**config.mk**
```make
export PLATFORM = sky130hd
export DESIGN_NAME = tia_line_sequencer
export DESIGN_NICKNAME = d
export VERILOG_FILES = /design/src/rtl/tia_line_sequencer.sv
export SDC_FILE = /design/constraint.sdc
export NUM_CORES = 1
export LEC_CHECK = 0
export CORE_UTILIZATION = 37
export CTS_CLUSTER_SIZE = 8
export DETAILED_ROUTE_END_ITERATION = 8
export PLACE_DENSITY = 0.8
export RECOVER_POWER = 50
export SYNTH_ARGS = -nofsm -noshare
export SYNTH_HDL_FRONTEND = slang
export SYNTH_SLANG_ARGS = --single-unit
```
**constraint.sdc**
```tcl
create_clock -name clk -period 1 [get_ports clk]
set_input_delay 0.1 -clock clk [delete_from_list [all_inputs] [get_ports clk]]
set_output_delay 0.1 -clock clk [all_outputs]
set_load 0.1 [all_outputs]
```
**src/rtl/tia_line_sequencer.sv**
```systemverilog
// Horizontal line scheduler: 57-count line counter, HSYNC/HBLANK decode, WSYNC RDY halt, HMOVE blank.
// Optional HMOVE extended blank is built only when TIA_HMOVE_BLANK_EN is defined.
module tia_line_sequencer (
    input  logic       clk,
    input  logic       r,
    input  logic       phi1,
    input  logic       phi2,
    input  logic       wsync,
    input  logic       hmove,
    output logic [5:0] hcount,
    output logic       hsync,
    output logic       hblank,
    output logic       rdy,
    output logic       line_start,
    output logic       hmove_active
);

    localparam int unsigned HC_W        = 6;
    localparam int unsigned LINE_COUNTS = 57;
    localparam int unsigned HSYNC_START = 4;
    localparam int unsigned HSYNC_END   = 8;
    localparam int unsigned HBLANK_END  = 17;
    localparam int unsigned HMOVE_EXTRA = 2;

    typedef enum logic {
        ST_RUN  = 1'b0,
        ST_HALT = 1'b1
    } rdy_state_t;

    rdy_state_t      state_q, state_d;
    logic [HC_W-1:0] hcount_q, hcount_d;
    logic            hsync_q, hsync_d;
    logic            hblank_q, hblank_d;
    logic            line_start_q, line_start_d;
    logic            hmove_active_q, hmove_active_d;
    logic            hmove_pending_q, hmove_pending_d;
    logic            wrap_c;
    logic [HC_W-1:0] blank_end_c;

`ifndef TIA_HMOVE_BLANK_EN
    logic unused_hmove;
    assign unused_hmove = hmove;
`endif

    // Next-state: counter, decode, RDY FSM and HMOVE bookkeeping.
    always_comb begin
        state_d         = state_q;
        hcount_d        = hcount_q;
        hsync_d         = hsync_q;
        hblank_d        = hblank_q;
        line_start_d    = 1'b0;
        hmove_active_d  = hmove_active_q;
        hmove_pending_d = hmove_pending_q;

        wrap_c      = phi1 && (hcount_q == HC_W'(LINE_COUNTS - 1));
        blank_end_c = hmove_active_q ? HC_W'(HBLANK_END + HMOVE_EXTRA) : HC_W'(HBLANK_END);

        if (phi1) begin
            hcount_d     = wrap_c ? '0 : hcount_q + HC_W'(1);
            line_start_d = wrap_c;
        end else if (phi2) begin
            hsync_d  = (hcount_q >= HC_W'(HSYNC_START)) && (hcount_q < HC_W'(HSYNC_END));
            hblank_d = (hcount_q < blank_end_c);
        end

        // wsync beats a coincident wrap, so the CPU stays halted a full extra line.
        unique case (state_q)
            ST_RUN:  if (wsync) state_d = ST_HALT;
            ST_HALT: if (wrap_c && !wsync) state_d = ST_RUN;
            default: state_d = ST_RUN;
        endcase

`ifdef TIA_HMOVE_BLANK_EN
        if (wrap_c) begin
            hmove_active_d  = hmove_pending_q;
            hmove_pending_d = hmove;
        end else begin
            hmove_pending_d = hmove_pending_q | hmove;
        end
`else
        hmove_active_d  = 1'b0;
        hmove_pending_d = 1'b0;
`endif
    end

    always_ff @(posedge clk) begin
        if (r) begin
            state_q         <= ST_RUN;
            hcount_q        <= '0;
            hsync_q         <= 1'b0;
            hblank_q        <= 1'b1;
            line_start_q    <= 1'b0;
            hmove_active_q  <= 1'b0;
            hmove_pending_q <= 1'b0;
        end else begin
            state_q         <= state_d;
            hcount_q        <= hcount_d;
            hsync_q         <= hsync_d;
            hblank_q        <= hblank_d;
            line_start_q    <= line_start_d;
            hmove_active_q  <= hmove_active_d;
            hmove_pending_q <= hmove_pending_d;
        end
    end

    assign hcount       = hcount_q;
    assign hsync        = hsync_q;
    assign hblank       = hblank_q;
    assign rdy          = (state_q == ST_RUN);
    assign line_start   = line_start_q;
    assign hmove_active = hmove_active_q;

endmodule

```
* Word level (Yosys, flattened, before mapping)
Cells that the tools add are included.
** Storage, ports and cells
- Flip-flop bits (word level) :: 10
- Output and inout bits :: 11
- Word-level logic and storage cells :: 22
** Cells by class
- Add/sub/neg operators :: 1
- Magnitude comparators :: 3
- Equal/unequal tests :: 1
- Multiplexer cells :: 4
- Bitwise logic cells :: 2
- Reduce and logical (&&, ||, !) cells :: 6
** Operators by type and width (count)
- adder 6 x 1 -> 6 bit, second input constant :: 1
- == test 6 bit, second input constant :: 1
- greater-or-equal comparator 6 x 3 -> 1 bit, second input constant :: 1
- < comparator 6 x 4 -> 1 bit, second input constant :: 1
- < comparator 6 x 5 -> 1 bit, second input constant :: 1
- 2-to-1 mux 6 bit :: 1
- logical AND 1 bit :: 3
- 2-to-1 mux 1 bit :: 2
- NOT 1 bit :: 2
- one-hot mux 1 bit (2 select lines) :: 1
- AND reduction 2 bit :: 1
- OR reduction 2 bit :: 1
- logical NOT 1 bit :: 1

* Logic depth before layout (Yosys ltp)
Gate-level depths: netlist of the first run.
- Word-level depth :: 5
- Gate-level depth with buffers :: 5
- Mapped depth without buffers :: 5

* Least setup slack after synthesis of the first run
No wires, ideal clock.
- Path type :: flip-flop to flip-flop
- Start point :: reg hcount_q[0], in the netlist hcount[0]
- End point :: reg hcount_q[2], in the netlist hcount[2]
- Setup time :: 0.078 ns
- Data arrival time :: 1.799 ns
- Data required time :: 0.922 ns
- Setup slack :: -0.878 ns
- Stages on the path, launching flop included :: 6
- Path buffers :: 0
- Period minus slack after synthesis :: 1.878 ns
- Cell sequence :: dfxtp_1 -> inv_1 -> ha_1 -> nand4b_1 -> nor2_1 -> nor3_1
** Between the ends
- Cells in the longest elaborated chain, start to end :: 3
** RTL lines
- start, declared :: line 31 : logic [HC_W-1:0] hcount_q, hcount_d;
- start signal, assigned :: line 97 : hcount_q <= hcount_d;
- branches (longest 2 deep; another with adder 6 x 1 -> 6 bit)
- 2-to-1 mux 6 bit (*) :: line 59 : hcount_d = wrap_c ? '0 : hcount_q + HC_W'(1);
Every way passes the cells marked *.
A chain may end at the register's enable or synchronous reset.

* Final worst setup path of the first run
- Start point :: reg hcount_q[0], in the netlist hcount[0]
- End point :: reg state_q
** Between the ends
- Cells in the longest elaborated chain, start to end :: 5
** RTL lines
- == test 6 bit :: line 55 : wrap_c = phi1 && (hcount_q == HC_W'(LINE_COUNTS - 1));
- logical AND 1 bit :: line 55
- logical AND 1 bit :: line 69 : ST_HALT: if (wrap_c && !wsync) state_d = ST_RUN;
- 2-to-1 mux 1 bit :: line 69
- one-hot mux 1 bit (2 select lines) :: line 67 : unique case (state_q)
- end signal, assigned :: line 96 : state_q <= state_d;
- end, declared :: line 30 : rdy_state_t state_q, state_d;
Every way passes these cells.

==> flow_metrics.py, run 1 <==
metrics = {
    "outcome": {
        "outcome": "complete, but fails checks",
        "violations": "negative setup slack",
    },
    "grt": {
        "grt_pass1_vias": 450,
        "grt_usage_pct": 20.7,
        "grt_max_degree": 7,
        "grt_overflow": 0,
        "grtUsageMet3_pct": 4.07,
        "antenna_found_initial": 0,
        "globalRouteMet1Util_pct": 23.1,
        "busiest_layer": "met2",
        "met2_usage_pct": 36.4,
        "grt_pass1_wl_um": 1980,
    },
    "floorplan": {
        "core_area_um2": 1160,
        "rows": 12,
        "die_w_um": 38.0,
        "io_pins": 17,
        "die_area_um2": 1450,
        "start_util_pct": 41.6,
        "die_h_um": 38.0,
    },
    "yosys": {
        "yosys_register_bits": 10,
        "async_flop_share_pct": 0,
        "synth_most_common_cell": "dfxtp_1",
        "synth_area_um2": 480,
        "ys_types": 25,
        "ys.flop_type": "dfxtp_1",
        "avgSynthCellArea_um2": 9.24,
        "synth_commonest_cells": "dfxtp_1 (10), inv_1 (4), nor2_1 (4), nor3_1 (4)",
        "synth_area_leaders": "dfxtp_1 (42%), ha_1 (7.8%), xor2_1 (5.5%), mux2i_1 (4.2%), nor3_1 (4.2%)",
        "seq_area_frac_synth_pct": 41.7,
        "syn-num-nets": 61,
        "synth-edff-count": 0,
        "synth_warnings": 0,
        "netlist_instances": 52,
        "synth_top_area_share_pct": 41.7,
        "yosys.area.top_type": "dfxtp_1",
    },
    "sta": {
        "final-setup-viol-count": 13,
        "fmax_mhz": 780,
        "drv_slew": 0,
        "min_period_ns": 1.28,
        "finalHoldViolCount": 0,
        "whs_ns": 0.453,
        "rsz0062_at_grt": "true",
        "worst_clock_skew_ns": 0.00394,
        "setup_slack_ns": -0.282,
        "period_share_pct": 128,
        "tns_ns": -1.86,
    },
    "drt": {
        "drt_pass1_iterations": 3,
        "drc_errors": 0,
        "via_per_inst": 4.96,
        "wl_per_cell_um": 15.0,
        "first_iter_violations": 6,
        "antenna_left": 0,
        "num_vias": 486,
        "wl_um": 1470,
    },
    "power_and_ir_drop": {
        "power_switching_mw": 0.347,
        "power_mw": 1.03,
        "p_int_mw": 0.687,
        "p_seq_share_pct": 40.6,
        "p_sw_share_pct": 33.6,
        "pwr-share-comb_pct": 30.1,
        "powerDensity_nw_per_um2": 1040,
        "irDropWorstVdd_mv": 0.655,
        "leakagePower_nw": 0.412,
        "clkPwrFrac_pct": 29.3,
    },
    "critical_path": {
        "crit_arrival_ns": 1.42,
        "r2r_cells": 5,
        "cp.required_ns": 1.14,
        "critPathCaptureType": "flop",
        "cp-start-kind": "flop",
        "crit_type": "flop to flop",
        "path_max_fanout": 4,
    },
    "final_layout": {
        "nFillCells": 65,
        "final_cell_area_um2": 990,
        "multi_input_comb_area_um2": 319,
        "final_util_pct": 85.6,
        "syn2layout_area_growth_pct": 106,
        "drive_above_1_share_pct": 60.7,
        "regArea_um2": 226,
        "n_antenna_cell": 0,
        "fin_nets": 94,
    },
    "place": {
        "dp_hpwl_um": 1060,
        "gp_congestion": 0.861,
        "port_buffers": 14,
        "placed_cell_area_um2": 890,
    },
    "clock_network": {
        "clockBufferDepth": 2,
        "htree_num_levels": 1,
        "cts.hold.buffers_added": 0,
        "cts-root-buf": "clkbuf_4",
        "cts_tree": "done",
        "clk_pin_slew_ns": 0.07,
        "cts_sinks": 10,
        "insertion_delay_ns": 0.26,
        "numCtsBuffers": 3,
    },
    "min_path": {
        "min_path_cells": 3,
        "hold_class": "input port to flop",
    },
    "flow_run": {
        "drv_cap": 0,
    },
}
kinds of logic (layout without fill, tap and decap cells):
logic type / Yosys count / in the layout / share of synthesized area, %
buffers and inverters: 7 / 39 / 6.51
adder cells (fa/ha/maj): 3 / 3 / 7.81
other: 1 / 1 / 0.781
XOR/XNOR: 3 / 3 / 5.47
AND/OR/NAND/NOR: 17 / 17 / 21.1
multiplexers: 2 / 2 / 4.17
AO/OA/AOI/OAI: 9 / 9 / 12.5
flip-flops: 10 / 10 / 41.7
critical path: stages, from the launching register on:
cell	delay (ns)
dfxtp_4	0.37
inv_4	0.07
ha_4	0.12
nand4b_1	0.22
o21ai_1	0.25
a21oi_1	0.12
power groups by stage:
stage | clock network (mW) | logic, mW | registers (mW)
final | 0.303 | 0.311 | 0.420
after global routing | 0.325 | 0.322 | 0.421
after CTS | 0.299 | 0.294 | 0.421
after detailed placement | 0 | 0.278 | 0.427
after global placement | 0 | 0.273 | 0.426
after floorplan | 0 | 0.0899 | 0.496
placed cells by master (no fill, tap or decap):
cell type	n
nand2b_1	1
mux2i_1	2
nand2_1	1
xor2_1	3
o21ai_0	2
o31ai_1	2
nand4b_1	1
clkbuf_1	1
buf_12	8
o21ai_1	1
ha_1	1
nand2_4	1
nor2_2	1
or3_4	1
clkdlybuf4s50_1	4
conb_1	1
clkbuf_4	3
a21boi_2	1
nor2_1	3
nor3_2	1
nor4b_4	1
dfxtp_2	3
nand4_1	1
inv_1	2
inv_4	2
buf_6	10
ha_4	2
buf_4	9
nand4_4	1
nor3_1	3
a21oi_1	2
nor3b_1	1
dfxtp_4	6
dfxtp_1	1
a211oi_2	1
worst paths after layout:
check                              start                  to  slack, ns
setup / recovery  hcount[0]$_SDFFE_PP0P_  state_q$_SDFF_PP0_      -0.28
hold reg to reg       hsync$_SDFFE_PP0P_  hsync$_SDFFE_PP0P_       0.50
hold / removal                     wsync  state_q$_SDFF_PP0_       0.45
setup reg to reg  hcount[0]$_SDFFE_PP0P_  state_q$_SDFF_PP0_      -0.28
state kept, by name, summed over array words and instances, names as in the netlist:
register and cells:
hcount 6, hblank 1, hsync 1, line_start 1
state_q 1
metrics by stage:
stage          setup slack, ns  cells
6_report                -0.282     98
5_1_grt                 -0.327     98
4_1_cts                 -0.204     96
3_5_place_dp            -0.421     92
3_3_place_gp            -0.357     92
2_1_floorplan           -0.297     52
cell type report:
| type | count | share of cell area [%] |
|---|---|---|
| flip-flops and latches | 10 | 22.9 |
| inverters | 4 | 2.02 |
| repair buffers | 31 | 38.4 |
| clock buffers | 4 | 2.65 |
| well taps | 14 | 1.77 |
| multi-input cells | 35 | 32.2 |
routing by layer:
layer | share of wire, % | vias up
met3 | 3.9 | 4
met4 | 1.7 | 0
li1 | - | 246
met5 | 0 | -
met1 | 42 | 224
met2 | 52 | 12
repair_timing:
action,4_1_cts,5_1_grt
buffers inserted,0,3
endpoints found under the setup margin,15,15
pin swaps,5,4
gates resized for setup,13,5
(Power assumes the default switching activity.)
==> inputs of run 2 (changes only) <==
Settings changed: ABC_CLOCK_PERIOD_IN_PS set to 1000.
==> results of run 2 <==
The final DEF is identical to that of run 1; final timing and power are the same.
==> inputs of run 3 (changes only) <==
Settings changed: CORE_MARGIN set to 4, TNS_END_PERCENT set to 10.
==> run 3 against run 2 <==
Against the previous run: the run still ends with negative setup slack left; via count up 4.9%; sequential share of layout area down 0.89 points; critical path depth down 1; register-to-register slack improved by 0.09 ns; count of clock-buffer cells in the layout unchanged; largest cell class unchanged; first-iteration DRC count shrank 33%; non-clock buffer count is 1 higher; routed wire length increased by 19%; global-route usage down 1.5 points; design area increased by 2.9%.
==> flow_metrics.py, run 3 (synthesis gave the netlist of run 1 again) <==
metrics = {
    "drt": {
        "drt_pass1_iterations": 4,
        "via_per_inst": 5.15,
        "wl_per_cell_um": 17.6,
        "wl_um": 1750,
        "num_vias": 510,
        "drc_errors": 0,
        "first_iter_violations": 4,
        "antenna_left": 0,
    },
    "critical_path": {
        "setup.worst_path.start": "hcount[1]$_SDFFE_PP0P_",
        "crit_arrival_ns": 1.37,
        "r2r_cells": 4,
        "worstReg2RegStart": "hcount[1]$_SDFFE_PP0P_",
        "crit_type": "flop to flop",
        "path_max_fanout": 3,
        "critPathCaptureType": "flop",
        "r2r_end": "hcount[5]$_SDFFE_PP0P_",
        "cp.required_ns": 1.18,
        "crit_path_end": "hcount[5]$_SDFFE_PP0P_",
        "regToRegSetupSlack_ns": -0.19,
        "cp-start-kind": "flop",
    },
    "sta": {
        "whs_ns": 0.432,
        "worst_clock_skew_ns": 0.00162,
        "min_period_ns": 1.19,
        "drv_slew": 0,
        "final-setup-viol-count": 14,
        "finalHoldViolCount": 0,
        "rsz0062_at_grt": "true",
        "fmax_mhz": 841,
        "period_share_pct": 119,
        "setup_slack_ns": -0.189,
    },
    "floorplan": {
        "die_area_um2": 1940,
        "die_h_um": 44.0,
        "start_util_pct": 41.0,
        "io_pins": 17,
        "rows": 12,
        "die_w_um": 44.0,
        "core_area_um2": 1170,
    },
    "outcome": {
        "violations": "negative setup slack",
        "outcome": "complete, but fails checks",
    },
    "final_layout": {
        "final_common_cell": "buf_4",
        "largest_reg_flops": 6,
        "nFillCells": 67,
        "regArea_um2": 224,
        "drive_above_1_share_pct": 64.7,
        "syn2layout_area_growth_pct": 112,
        "fin_nets": 95,
        "multi_input_comb_area_um2": 337,
        "final_cell_mix": "buf_4 (11), buf_6 (9), buf_12 (8)",
        "n_antenna_cell": 0,
    },
    "flow_run": {
        "drv_cap": 0,
    },
    "clock_network": {
        "cts.hold.buffers_added": 0,
        "numCtsBuffers": 3,
        "cts-root-buf": "clkbuf_4",
        "cts_sinks": 10,
        "cts_tree": "done",
        "clockBufferDepth": 2,
        "clk_pin_slew_ns": 0.07,
        "insertion_delay_ns": 0.26,
        "htree_num_levels": 1,
    },
    "place": {
        "dp_hpwl_um": 1040,
        "port_buffers": 14,
        "gp_congestion": 0.785,
    },
    "grt": {
        "grt_pass1_wl_um": 2670,
        "grt_max_degree": 7,
        "grt_usage_pct": 19.2,
        "grt_overflow": 0,
        "antenna_found_initial": 0,
        "grt_pass1_vias": 585,
    },
    "min_path": {
        "hold_class": "input port to flop",
    },
    "power_and_ir_drop": {
        "powerDensity_nw_per_um2": 1080,
        "leakagePower_nw": 0.421,
        "power_mw": 1.10,
        "irDropWorstVdd_mv": 0.945,
    },
}
## run 3: cell count changes in the layout (fill, tap and decap cells not counted), sizes merged
| cell | delta |
|---|---|
| buf | +1 |
## run 3: area by class of cell
type	count	area share, %
multi-input combinational	35	33.0
tap	14	1.72
timing repair buffer	32	37.7
clock buffer	4	3.56
sequential	10	22.0
inverter	4	1.97
## run 3: worst min-delay path by stage
stage	start	endpoint	slack [ns]	cells after the start
after CTS	wsync	state_q$_SDFF_PP0_	0.39	3
after global routing	wsync	state_q$_SDFF_PP0_	0.43	3
final	wsync	state_q$_SDFF_PP0_	0.43	3
after detailed placement	state_q$_SDFF_PP0_	state_q$_SDFF_PP0_	0.48	2
after floorplan	wsync	state_q$_SDFF_PP0_	0.23	2
after global placement	state_q$_SDFF_PP0_	state_q$_SDFF_PP0_	0.46	2
## run 3: where the power goes
group          internal [mW]  switching, mW
Clock                  0.221          0.151
Sequential             0.401         0.0183
Combinational          0.126          0.184
Total                  0.748          0.354
## run 3: worst max-delay path: stages (launching register included)
cell and delay (ns):
dfxtp_4 0.38, buf_4 0.12, nand4_4 0.09, or3_4 0.34, a211oi_2 0.18
## run 3: per-stage QoR
stage / utilization (%) / setup TNS, ns / instances / setup WS, ns / instance area (um2)
after detailed placement: 75.0 / -2.46 / 93 / -0.389 / 878
after CTS: 83.7 / -1.55 / 97 / -0.190 / 980
after floorplan: - / -2.36 / 52 / -0.297 / 517
after global routing: 87.0 / -1.92 / 99 / -0.249 / 1020
after global placement: 75.0 / -2.30 / 93 / -0.355 / 878
final: 87.0 / -1.21 / 99 / -0.189 / 1020
## run 3: what timing repair did
item | in CTS | in global routing
pin swaps | 4 | 5
setup buffers | 1 | 2
endpoints found under the setup margin | 15 | 17
gates resized for setup | 20 | 10
## run 3: layer usage
layer / wire length, um / vias up / share of wire [%] / track usage [%]
li1: - / 247 / - / -
met1: 757 / 240 / 43 / 20.3
met2: 856 / 17 / 49 / 33.7
met3: 82 / 6 / 4.7 / 4.07
met4: 50 / 0 / 2.9 / 12.7
met5: 0 / - / 0 / 0
